--- config.mk ---
export PLATFORM = sky130hd
export DESIGN_NAME = bus_terminator
export DESIGN_NICKNAME = d
export VERILOG_FILES = /design/src/rtl/maxi030_bus_pkg.sv /design/src/rtl/sync_ff.sv /design/src/rtl/bus_terminator.sv
export SDC_FILE = /design/constraint.sdc
export NUM_CORES = 1
export LEC_CHECK = 0
export ABC_AREA = 1
export CAP_MARGIN = 20
export CORE_MARGIN = 3
export CORE_UTILIZATION = 28
export DETAILED_ROUTE_END_ITERATION = 8
export PLACE_DENSITY = 0.51
export SYNTH_ARGS = -nofsm -noshare
export SYNTH_HDL_FRONTEND = slang
export SYNTH_SLANG_ARGS = --single-unit
export TNS_END_PERCENT = 10
--- constraint.sdc ---
create_clock -name clock -period 2.69 [get_ports clock]
set_input_delay 0.538 -clock clock [delete_from_list [all_inputs] [get_ports clock]]
set_output_delay 0.538 -clock clock [all_outputs]
set_load 0.005 [all_outputs]
--- src/rtl/maxi030_bus_pkg.sv ---
// Shared types and region tables for the MAXI030 bus termination logic.
package maxi030_bus_pkg;

   typedef enum logic [2:0] {
      REG_NONE     = 3'd0,
      REG_ROM      = 3'd1,
      REG_SIMM     = 3'd2,
      REG_EXP      = 3'd3,
      REG_QUART    = 3'd4,
      REG_IDE      = 3'd5,
      REG_ETH      = 3'd6,
      REG_INTERNAL = 3'd7
   } region_e;

   // Encodings are the raw DSACK1:DSACK0 levels driven to the CPU.
   typedef enum logic [1:0] {
      PW_32   = 2'b00,
      PW_16   = 2'b01,
      PW_8    = 2'b10,
      PW_NONE = 2'b11
   } port_width_e;

   typedef enum logic [2:0] {
      ST_IDLE,
      ST_WAIT,
      ST_ACK,
      ST_BERR,
      ST_RELEASE
   } state_e;

   localparam int WAIT_W = 3;

   // Wait states per region, index 7 first.
   localparam logic [7:0][WAIT_W-1:0] WAIT_TABLE = {
      3'd0,  // INTERNAL
      3'd2,  // ETH
      3'd3,  // IDE
      3'd0,  // QUART (paced by DTACK instead)
      3'd2,  // EXP
      3'd2,  // SIMM
      3'd4,  // ROM
      3'd0   // NONE
   };

   // Port width per region, index 7 first.
   localparam logic [7:0][1:0] WIDTH_TABLE = {
      PW_32,    // INTERNAL
      PW_16,    // ETH
      PW_16,    // IDE
      PW_8,     // QUART
      PW_16,    // EXP
      PW_32,    // SIMM
      PW_16,    // ROM
      PW_NONE   // NONE
   };

   function automatic port_width_e region_dsack(input region_e r);
      return port_width_e'(WIDTH_TABLE[r]);
   endfunction

   function automatic logic [WAIT_W-1:0] region_waits(input region_e r);
      return WAIT_TABLE[r];
   endfunction

endpackage

--- src/rtl/sync_ff.sv ---
// Multi-flop synchroniser for one asynchronous, active-low strobe.
module sync_ff #(
   parameter int STAGES = 2
) (
   input  logic clock,
   input  logic reset,
   input  logic d,
   output logic q
);

   logic [STAGES-1:0] pipe;

   // Shift the raw level through the chain; idle (high) out of reset.
   always_ff @(posedge clock) begin
      if (reset) pipe <= '1;
      else       pipe <= (pipe << 1) | STAGES'(d);
   end

   assign q = pipe[STAGES-1];

endmodule

--- src/rtl/bus_terminator.sv ---
// 68030 bus-cycle termination: DSACK with dynamic sizing after per-region
// waits, or BERR on unmapped access, expansion error or timeout.
module bus_terminator
   import maxi030_bus_pkg::*;
#(
   parameter int TIMEOUT_CYCLES = 255,
   parameter int SYNC_STAGES    = 2
) (
   input  logic       clock,
   input  logic       reset,
   input  logic       n_as,
   input  logic [2:0] region,
   input  logic       n_waite,
   input  logic       n_berre,
   input  logic       n_quart_dtack,
   output logic [1:0] n_dsack,
   output logic       n_berr,
   output logic       cycle_active
);

   localparam int TO_W = $clog2(TIMEOUT_CYCLES + 1);
   localparam logic [TO_W-1:0] TO_LAST = TO_W'(TIMEOUT_CYCLES - 1);

   // Lane order: 0 AS, 1 WAITE, 2 BERRE, 3 QUART_DTACK.
   logic [3:0] raw_vec, sync_vec;
   logic       as_s, waite_s, berre_s, dtack_s;

   assign raw_vec = {n_quart_dtack, n_berre, n_waite, n_as};

   sync_ff #(.STAGES(SYNC_STAGES)) u_sync [3:0] (
      .clock (clock),
      .reset (reset),
      .d     (raw_vec),
      .q     (sync_vec)
   );

   assign as_s    = sync_vec[0];
   assign waite_s = sync_vec[1];
   assign berre_s = sync_vec[2];
   assign dtack_s = sync_vec[3];

   state_e            state, state_nxt;
   region_e           region_q, region_nxt;
   logic [WAIT_W-1:0] wait_cnt, wait_nxt;
   logic [TO_W-1:0]   to_cnt, to_nxt;
   logic              ready;

   // Next-state and counter logic. An aborted cycle (AS gone while waiting)
   // wins over everything so no termination is driven to an idle bus.
   always_comb begin
      state_nxt  = state;
      region_nxt = region_q;
      wait_nxt   = wait_cnt;
      to_nxt     = to_cnt;
      ready      = (wait_cnt == '0)
                && ((region_q != REG_EXP)   || waite_s)
                && ((region_q != REG_QUART) || !dtack_s);
      case (state)
         ST_IDLE: begin
            if (!as_s) begin
               if (region_e'(region) == REG_NONE) begin
                  state_nxt = ST_BERR;
               end else begin
                  region_nxt = region_e'(region);
                  wait_nxt   = region_waits(region_e'(region));
                  to_nxt     = '0;
                  state_nxt  = ST_WAIT;
               end
            end
         end
         ST_WAIT: begin
            if (wait_cnt != '0) wait_nxt = wait_cnt - WAIT_W'(1);
            to_nxt = to_cnt + TO_W'(1);
            if (as_s)                                    state_nxt = ST_IDLE;
            else if ((region_q == REG_EXP) && !berre_s)  state_nxt = ST_BERR;
            else if (ready)                              state_nxt = ST_ACK;
            else if (to_cnt == TO_LAST)                  state_nxt = ST_BERR;
         end
         ST_ACK, ST_BERR: begin
            if (as_s) state_nxt = ST_RELEASE;
         end
         ST_RELEASE: state_nxt = ST_IDLE;
         default:    state_nxt = ST_IDLE;
      endcase
   end

   // State, latched region and counters.
   always_ff @(posedge clock) begin
      if (reset) begin
         state    <= ST_IDLE;
         region_q <= REG_NONE;
         wait_cnt <= '0;
         to_cnt   <= '0;
      end else begin
         state    <= state_nxt;
         region_q <= region_nxt;
         wait_cnt <= wait_nxt;
         to_cnt   <= to_nxt;
      end
   end

   // Outputs registered from the next state so they switch with the state.
   always_ff @(posedge clock) begin
      if (reset) begin
         n_dsack      <= PW_NONE;
         n_berr       <= 1'b1;
         cycle_active <= 1'b0;
      end else begin
         n_dsack      <= (state_nxt == ST_ACK) ? region_dsack(region_nxt) : PW_NONE;
         n_berr       <= (state_nxt != ST_BERR);
         cycle_active <= (state_nxt != ST_IDLE);
      end
   end

endmodule

* Word-level counts from Yosys, hierarchy flattened *
Memory sizes are Yosys's and may differ from the RTL's. A register that Yosys moved wholly into a read port is not among the register bits.
Cells that the tools add are included.

storage, ports and cells
  register bits = 27
  memory bits (read-only) = 40
  bits of input ports = 9
  output and inout bits = 4
  word-level logic and storage cells = 68
  memories kept = 2

operators by class
  add/sub/neg operators = 2
  order comparisons = 1
  eq/ne operators = 12
  muxes and demuxes = 19
  bitwise logic cells = 5
  reduce and logical (&&, ||, !) cells = 17

memory list
  name             words  bits a word  rd ports  clocked after memory_dff  wr ports  line                   RTL
  (no name shown)  8      3            1         0                         0         maxi030_bus_pkg.sv:62  return WAIT_TABLE[r];
  (no name shown)  8      2            1         1                         0         maxi030_bus_pkg.sv:58  return port_width_e'(WIDTH_TABLE[r]);

operator list
  kind                 number
  $mux 3               13
  $mux 8               2
  $pmux 8 s2           1
  $eq 3x2->1 const B   4
  $logic_not 3->1      3
  $pmux 3 s3           1
  $add 8x1->8 const B  1
  $eq 8x8->1 const B   1
  $or 2x1->2           4
  $ne 2x2->1 const B   3
  $ne 3x2->1 const B   2
  $pmux 3 s2           1
  $reduce_bool 3->1    2
  $lt 3x4->1 const B   1
  $reduce_and 4->1     1
  $reduce_or 2->1      2
  $eq 3x1->1 const B   1
  $logic_and 1x1->1    3
  $ne 3x3->1 const B   1
  $reduce_and 3->1     1
  $sub 3x1->3 const B  1
  $logic_not 1->1      2
  $logic_or 1x1->1     2
  $mux 2               1
  other kinds (2)      2

* Longest topological paths before layout *
Gate-level depths: netlist (run 1).

  word-level depth = 11
  gate-level depth with buffers = 13
  mapped depth without buffers = 13

* Hierarchy *
From an unflattened synthesis (run 1), not the netlist that was laid out.

unflattened totals
  cell total of the unflattened synthesis = 198
  area, all modules = 1426.4 um2

modules (own cells, without submodules)
  module          times used  cells an instance  area an instance (um2)
  bus_terminator  1           170                1191.1
  sync_ff         4           7                  58.8

* Worst setup path before layout (run 1) *
No wires, ideal clock.

  kind = input to register
  start point = input region[1]
  end point = register n_dsack[0]
  library setup time = 128 ps
  arrival time = 1930 ps
  path slack = 632 ps
  stages = 12
  cells stage by stage = inv_1 ha_1 inv_1 or2_1 nand2_4 inv_1 o21ai_0 ha_1 inv_1 nand2_1 nand2_1 nand4_1

on the way
  longest elaborated chain between the ends = 7
  elaborated cells between the ends (all ways) = 10
  classes of those cells = eq/ne: 1; mux: 6; bitwise: 1; reduce/logical: 2

RTL lines
  item                              line                   RTL
  from (decl)                       bus_terminator.sv:12   input logic [2:0] region,
  $logic_not 3->1                   bus_terminator.sv:61   if (region_e'(region) == REG_NONE) begin
  $mux 2                            bus_terminator.sv:61
  $mux 3                            bus_terminator.sv:60   if (!as_s) begin
  $pmux 3 s3                        bus_terminator.sv:58   case (state)
  $eq 3x2->1                        bus_terminator.sv:109  n_dsack <= (state_nxt == ST_ACK) ? region_dsack(region_nxt) : PW_NONE;
  $not 1->1 (no source line)        -
  $reduce_or 2->1 (no source line)  -
  to (decl)                         bus_terminator.sv:16   output logic [1:0] n_dsack,

Parallel ways exist; a longest one is shown, timed or not.
A chain may end at the register's enable or synchronous reset.

* Final worst setup path (run 1) *
Same ends and word-level chain as after synthesis.

==> results of run 1 <==
[cells in the mapped netlist (2+ instances only)]
cell       n  area share [%]
nand3_1   11             3.9
o21ai_0    8             2.8
o21ai_2    2             1.2
or2_1      2            0.89
nor2_1    13             3.5
ha_1       8             7.1
dfxtp_1   29              41
inv_2      3            0.80
and3_2     2             1.1
nand2_4    2             1.6
nand2_1   40              11
clkbuf_1   2            0.53
or2_2      9             4.0
inv_1     24             6.4
a21oi_1   17             6.0
nand4_1    2            0.89
nor3_1     5             1.8
nor2_2     2            0.89
[layout by cell type, fill, tap and decap left out, drive strengths merged]
cell,Yosys,layout
nand3,13,13
nor2,16,16
buf,0,3
or2,11,11
clkbuf,2,7
nor3,5,5
xor2,1,1
inv,27,27
clkinv,0,1
ha,8,8
nand4,2,2
o21ai,10,10
and3,2,2
xnor2,1,1
clkdlybuf4s50,0,12
dfxtp,29,29
o211ai,1,1
nand2,42,42
a21oi,17,17
[final cells by class]
type / count / share of cell area [%]
Clock buffer: 7 / 5.58
Tap cell: 67 / 4.86
Timing Repair Buffer: 15 / 8.26
Clock inverter: 1 / 0.290
Sequential cell: 29 / 33.6
Inverter: 27 / 5.87
Multi-Input combinational cell: 129 / 41.5
[critical path, cell delays in order]
cell             delay, ns
clkdlybuf4s50_1       0.45
inv_1                 0.11
ha_1                  0.14
inv_1                 0.05
or2_1                 0.25
nand2_4               0.08
inv_1                 0.05
o21ai_0               0.24
buf_4                 0.17
ha_1                  0.14
nand3_1               0.08
nand2_1               0.07
nand4_1               0.08
[power by group through the flow]
stage	logic, mW	clock network (mW)	registers [mW]
2_1_floorplan	0.0556	0	0.455
3_3_place_gp	0.0872	0	0.456
3_5_place_dp	0.0870	0	0.456
4_1_cts	0.0873	0.426	0.447
5_1_grt	0.101	0.442	0.448
6_report	0.0859	0.406	0.447
[registers in the layout, indices dropped and copies added, names as in the netlist]
signal        flops
n_dsack           2
region_q          3
to_cnt            8
u_sync.pipe       8
wait_cnt          3
cycle_active      1
n_berr            1
state             3
[layer usage]
metal	GRT usage, %	up-vias	wire, um
li1	-	633	-
met1	12.8	520	1400
met5	0	-	0
met2	15.9	26	1160
met4	5.43	0	67
met3	3.99	7	158
[through the flow]
step | cells | cell area, um2
floorplan | 187 | 1410
global placement | 267 | 1630
detailed placement | 267 | 1630
CTS | 275 | 1730
global route | 275 | 1730
finish | 275 | 1730
[kinds of logic (layout without fill, tap and decap cells)]
group	after synthesis	after routing
buf+inv	29	50
xor+xnor	2	2
flops	29	29
simple gates	91	91
compound gates	28	28
fa+ha+maj	8	8
[path summary, 6_finish.rpt]
check / startpoint / to / slack [ns] / cells past startpoint
worst min register to register: u_sync[3].pipe[0] / u_sync[3].pipe[1] / 0.41 / 1
worst max-delay path: region[1] / n_dsack[0] / 0.41 / 13
worst min-delay path: u_sync[3].pipe[0] / u_sync[3].pipe[1] / 0.41 / 1
worst max register to register: u_sync[0].pipe[1] / n_dsack[0] / 0.96 / 11
==> metrics, run 1 <==
run status=completed; multi-input logic area=717 um2; CTS tree=yes; Vert. Die Dim=76.9 um; num ports=13; via count=1186; clock share of power=43.3%; Synthesized Nets=204; final worst-path cycle share=84.8%; area of the die=0.00591 mm2; Antenna Nets Post-Route=0; Total Power=0.939 mW; Register Area=581 um2; number of synthesized flops with an enable pin=0; via/cell ratio=4.31; Post-CTS Setup Inserts=0; CP Class=primary input to register; main combinational cell family by area after synthesis=simple AND/OR/NAND/NOR gates; cts repair resizes=0; pre-CTS setup slack=0.0941 ns; Fillers=525; Post-DP HPWL=2080 um; final hold slack=0.408 ns; row cnt=25; Sw Pwr=0.229 mW; vias in the first global route=1131; Reg power frac=47.6%; yosys warns=0; Max Cap Violations=0; Final TNS setup=0 ns; Max Fclk=438 MHz; Setup crit end kind=register; Sw Share=24.4%; nets=224; cts hold-fix bufs=0; Slew Limit Headroom=78.4%; endpoints failing hold=0; Comb pwr share=9.2%; register area share after synthesis=41.3%; Syn Area/Cell=7.52 um2; PD cells=544 mW/mm2; Core ar.=0.00479 mm2; drt total wl=2790 um; Area Growth Syn to Fin=22.8%; Synth Cell Area=0.00141 mm2; Final Critical Period=2.28 ns; Clock Skew=0.00464 ns; Worst Setup Start Kind=primary input; RSZ-0062 raised after global routing=no; PnR worst setup slack=0.408 ns; CTS clk-pin slew, worst paths=0.07 ns; Yosys cell types=24; mux contribution to synthesized area=0%; Max Fanout on Critical Path=3; crit path DAT=2.45 ns; Pint=0.710 mW; CTS Sinks=29; Synth Area in Adders=7.12%; drt first-iter violations=46; GP Congestion=0.755; synthesized instance count=187; Die Width=76.9 um; P_leak=0.738 nW; post-synthesis compound-gate area fraction=10.7%; Req. time, crit path=2.85 ns; # setup viols final=0; Post-synth top flop=dfxtp_1; iteration count of the initial detailed-routing pass=4; H-tree lvl count=2; GRT Total Usage=10.5%; Slew Viols, Final=0; first-pass GRT wire length=4880 um; FFs w/ async S/R, synth=0%; initial antenna violation count=0; Tightest Hold Check Type=register to register; Starting Density=29.4%; Slew @ Worst Pin=0.323 ns; XOR/XNOR Fraction of Synth Area=1.25%; share of layout cells above drive strength 1=16.3%; DR WL/cell=10.1 um; grt ovf=0; PortBufs=12; largest net degree at the start of global routing=12; clock root buffer=clkbuf_8; Clock Latency Late Sink=0.28 ns; CTS Buf Count=5; DR DRC count=0; Post-Synth Simple-Gate Area=31.9%; buffer levels on the longest clock path=2; diode count=0; register bit count reported by yosys=29; peak supply drop=0.247 mV; Util after Layout=36.1%
Note: power is estimated with default switching activity, not from simulation.
==> run 2: changes to the inputs <==
PLACE_DENSITY = 0.52   (was 0.51)
clock period = 1.9 ns   (was 2.69 ns; I/O delays follow)
==> run 2 against run 1 <==
Register-to-register slack worse by 0.77 ns. Power increased by 36%. First-iteration DRC count increased by 20%. Combinational power up 72%. Global-route usage increased by 0.37 points. Cell count increased by 5.8%. Sequential share of layout area fell by 2.0 points. Worst setup slack worse by 0.30 ns. Die area stayed put. Non-clock buffer count grew 17. Core utilization rose by 2.2 points. Via count rose by 1.2%.
==> metrics, run 2 (synthesized netlist as in run 1, its figures left out) <==
Max Fclk=559 MHz; final worst-path cycle share=94.1%; Vert. Die Dim=76.9 um; Req. time, crit path=2.04 ns; biggest registers after layout=to_cnt: 8 flops, u_sync.pipe: 8 flops; Fillers=498; CTS tree=yes; num ports=13; DR WL/cell=9.39 um; nets=241; Register Area=581 um2; area of the die=0.00591 mm2; Area Growth Syn to Fin=30.4%; run status=completed; final hold slack=0.407 ns; GP Congestion=0.833; slowest CP cell=clkdlybuf4s50_1; drt first-iter violations=55; H-tree lvl count=2; GRT Total Usage=10.9%; Total Power=1.27 mW; drt total wl=2730 um; CTS Buf Count=5; via count=1200; CP Cell Sequence=clkdlybuf4s50_1, or2_4, nand2_4, inv_2, or2_1, o21ai_2, ha_1, inv_1, nand2_1, nand2_1, nand4_1; most frequent cells in the layout=40 x nand2_1, 29 x dfxtp_1, 21 x inv_1; CP Class=primary input to register; endpoints failing hold=0; crit path DAT=1.93 ns; # setup viols final=0; multi-input logic area=722 um2; peak supply drop=0.311 mV; Die Width=76.9 um; Slew Limit Headroom=83.7%; diode count=0; vias in the first global route=1177; Setup crit end kind=register; Antenna Nets Post-Route=0; Max Cap Violations=0; largest net degree at the start of global routing=13; CTS Sinks=29; PD cells=695 mW/mm2; Hold Path Stages=1; buffer levels on the longest clock path=2; initial antenna violation count=0; Core ar.=0.00479 mm2; Slew @ Worst Pin=0.242 ns; first-pass GRT wire length=5070 um; PnR worst setup slack=0.112 ns; PortBufs=12; pre-CTS setup slack=-0.442 ns; Clock Skew=0.00384 ns; Starting Density=29.4%; most common cell type on the critical path=nand2_1; Clock Latency Late Sink=0.27 ns; RSZ-0062 raised after global routing=no; P_leak=0.804 nW; share of layout cells above drive strength 1=25.0%; Worst Reg-to-Reg Cells=11; Final Critical Period=1.79 ns; via/cell ratio=4.12; Slew Viols, Final=0; Critical Path Max Stage Delay=0.43 ns; row cnt=25; Max Fanout on Critical Path=3; Post-DP HPWL=2120 um; clock root buffer=clkbuf_8; most common cell after layout, fill and taps aside=nand2_1; grt ovf=0; iteration count of the initial detailed-routing pass=4; CTS clk-pin slew, worst paths=0.05 ns; DR DRC count=0; Tightest Hold Check Type=register to register; Worst Setup Start Kind=primary input
-- run 2: power by group --
group | switching (mW) | internal (mW) | total, mW
Clock | 0.208 | 0.286 | 0.494
Combinational | 0.0729 | 0.0749 | 0.148
Sequential | 0.00796 | 0.625 | 0.633
-- run 2: worst paths after layout --
kind | slack, ns | end | startpoint
worst max-delay path | 0.11 | n_dsack[0] | region[2]
worst min-delay path | 0.41 | u_sync[3].pipe[1] | u_sync[3].pipe[0]
worst max register to register | 0.19 | n_dsack[0] | u_sync[0].pipe[1]
worst min register to register | 0.41 | u_sync[3].pipe[1] | u_sync[3].pipe[0]
-- run 2: metal layers --
metal | vias up | share of wire (%) | global-route usage, %
met4 | 0 | 0.77 | 3.80
li1 | 671 | - | -
met2 | 18 | 44 | 16.7
met3 | 2 | 4.7 | 4.46
met1 | 509 | 50 | 13.6
met5 | - | 0 | 0
-- run 2: area by class of cell --
type                       count  area share, %
clock buffer                   7           4.71
inverter                      27           5.53
multi-input combinational    129           39.4
sequential                    29           31.7
tap                           67           4.57
timing repair buffer          32           14.2
-- run 2: critical path, delay by kind of cell --
kind,cells,cell delay [ns]
AND/OR/NAND/NOR,6,0.73
buffers and inverters,3,0.52
adder cells (fa/ha/maj),1,0.25
AO/OA/AOI/OAI,1,0.07
-- run 2: stage by stage --
| step | std cells | setup TNS (ns) | util (%) | instance area [um2] |
|---|---|---|---|---|
| after global placement | 279 | -1.65 | 35.8 | 1720 |
| after CTS | 290 | 0 | 38.3 | 1830 |
| after global routing | 291 | 0 | 38.3 | 1830 |
| final | 291 | 0 | 38.3 | 1830 |
| after floorplan | 187 | 0 | - | 1410 |
| after detailed placement | 279 | -2.19 | 35.8 | 1720 |
-- run 2: what timing repair did --
action / in CTS / in global routing
hold buffers: 0 / 0
endpoints found under the setup margin: 1 / 1
setup buffers: 4 / 1
gates resized for setup: 3 / 8
pin swaps: 1 / 4
cloned: 0 / 0
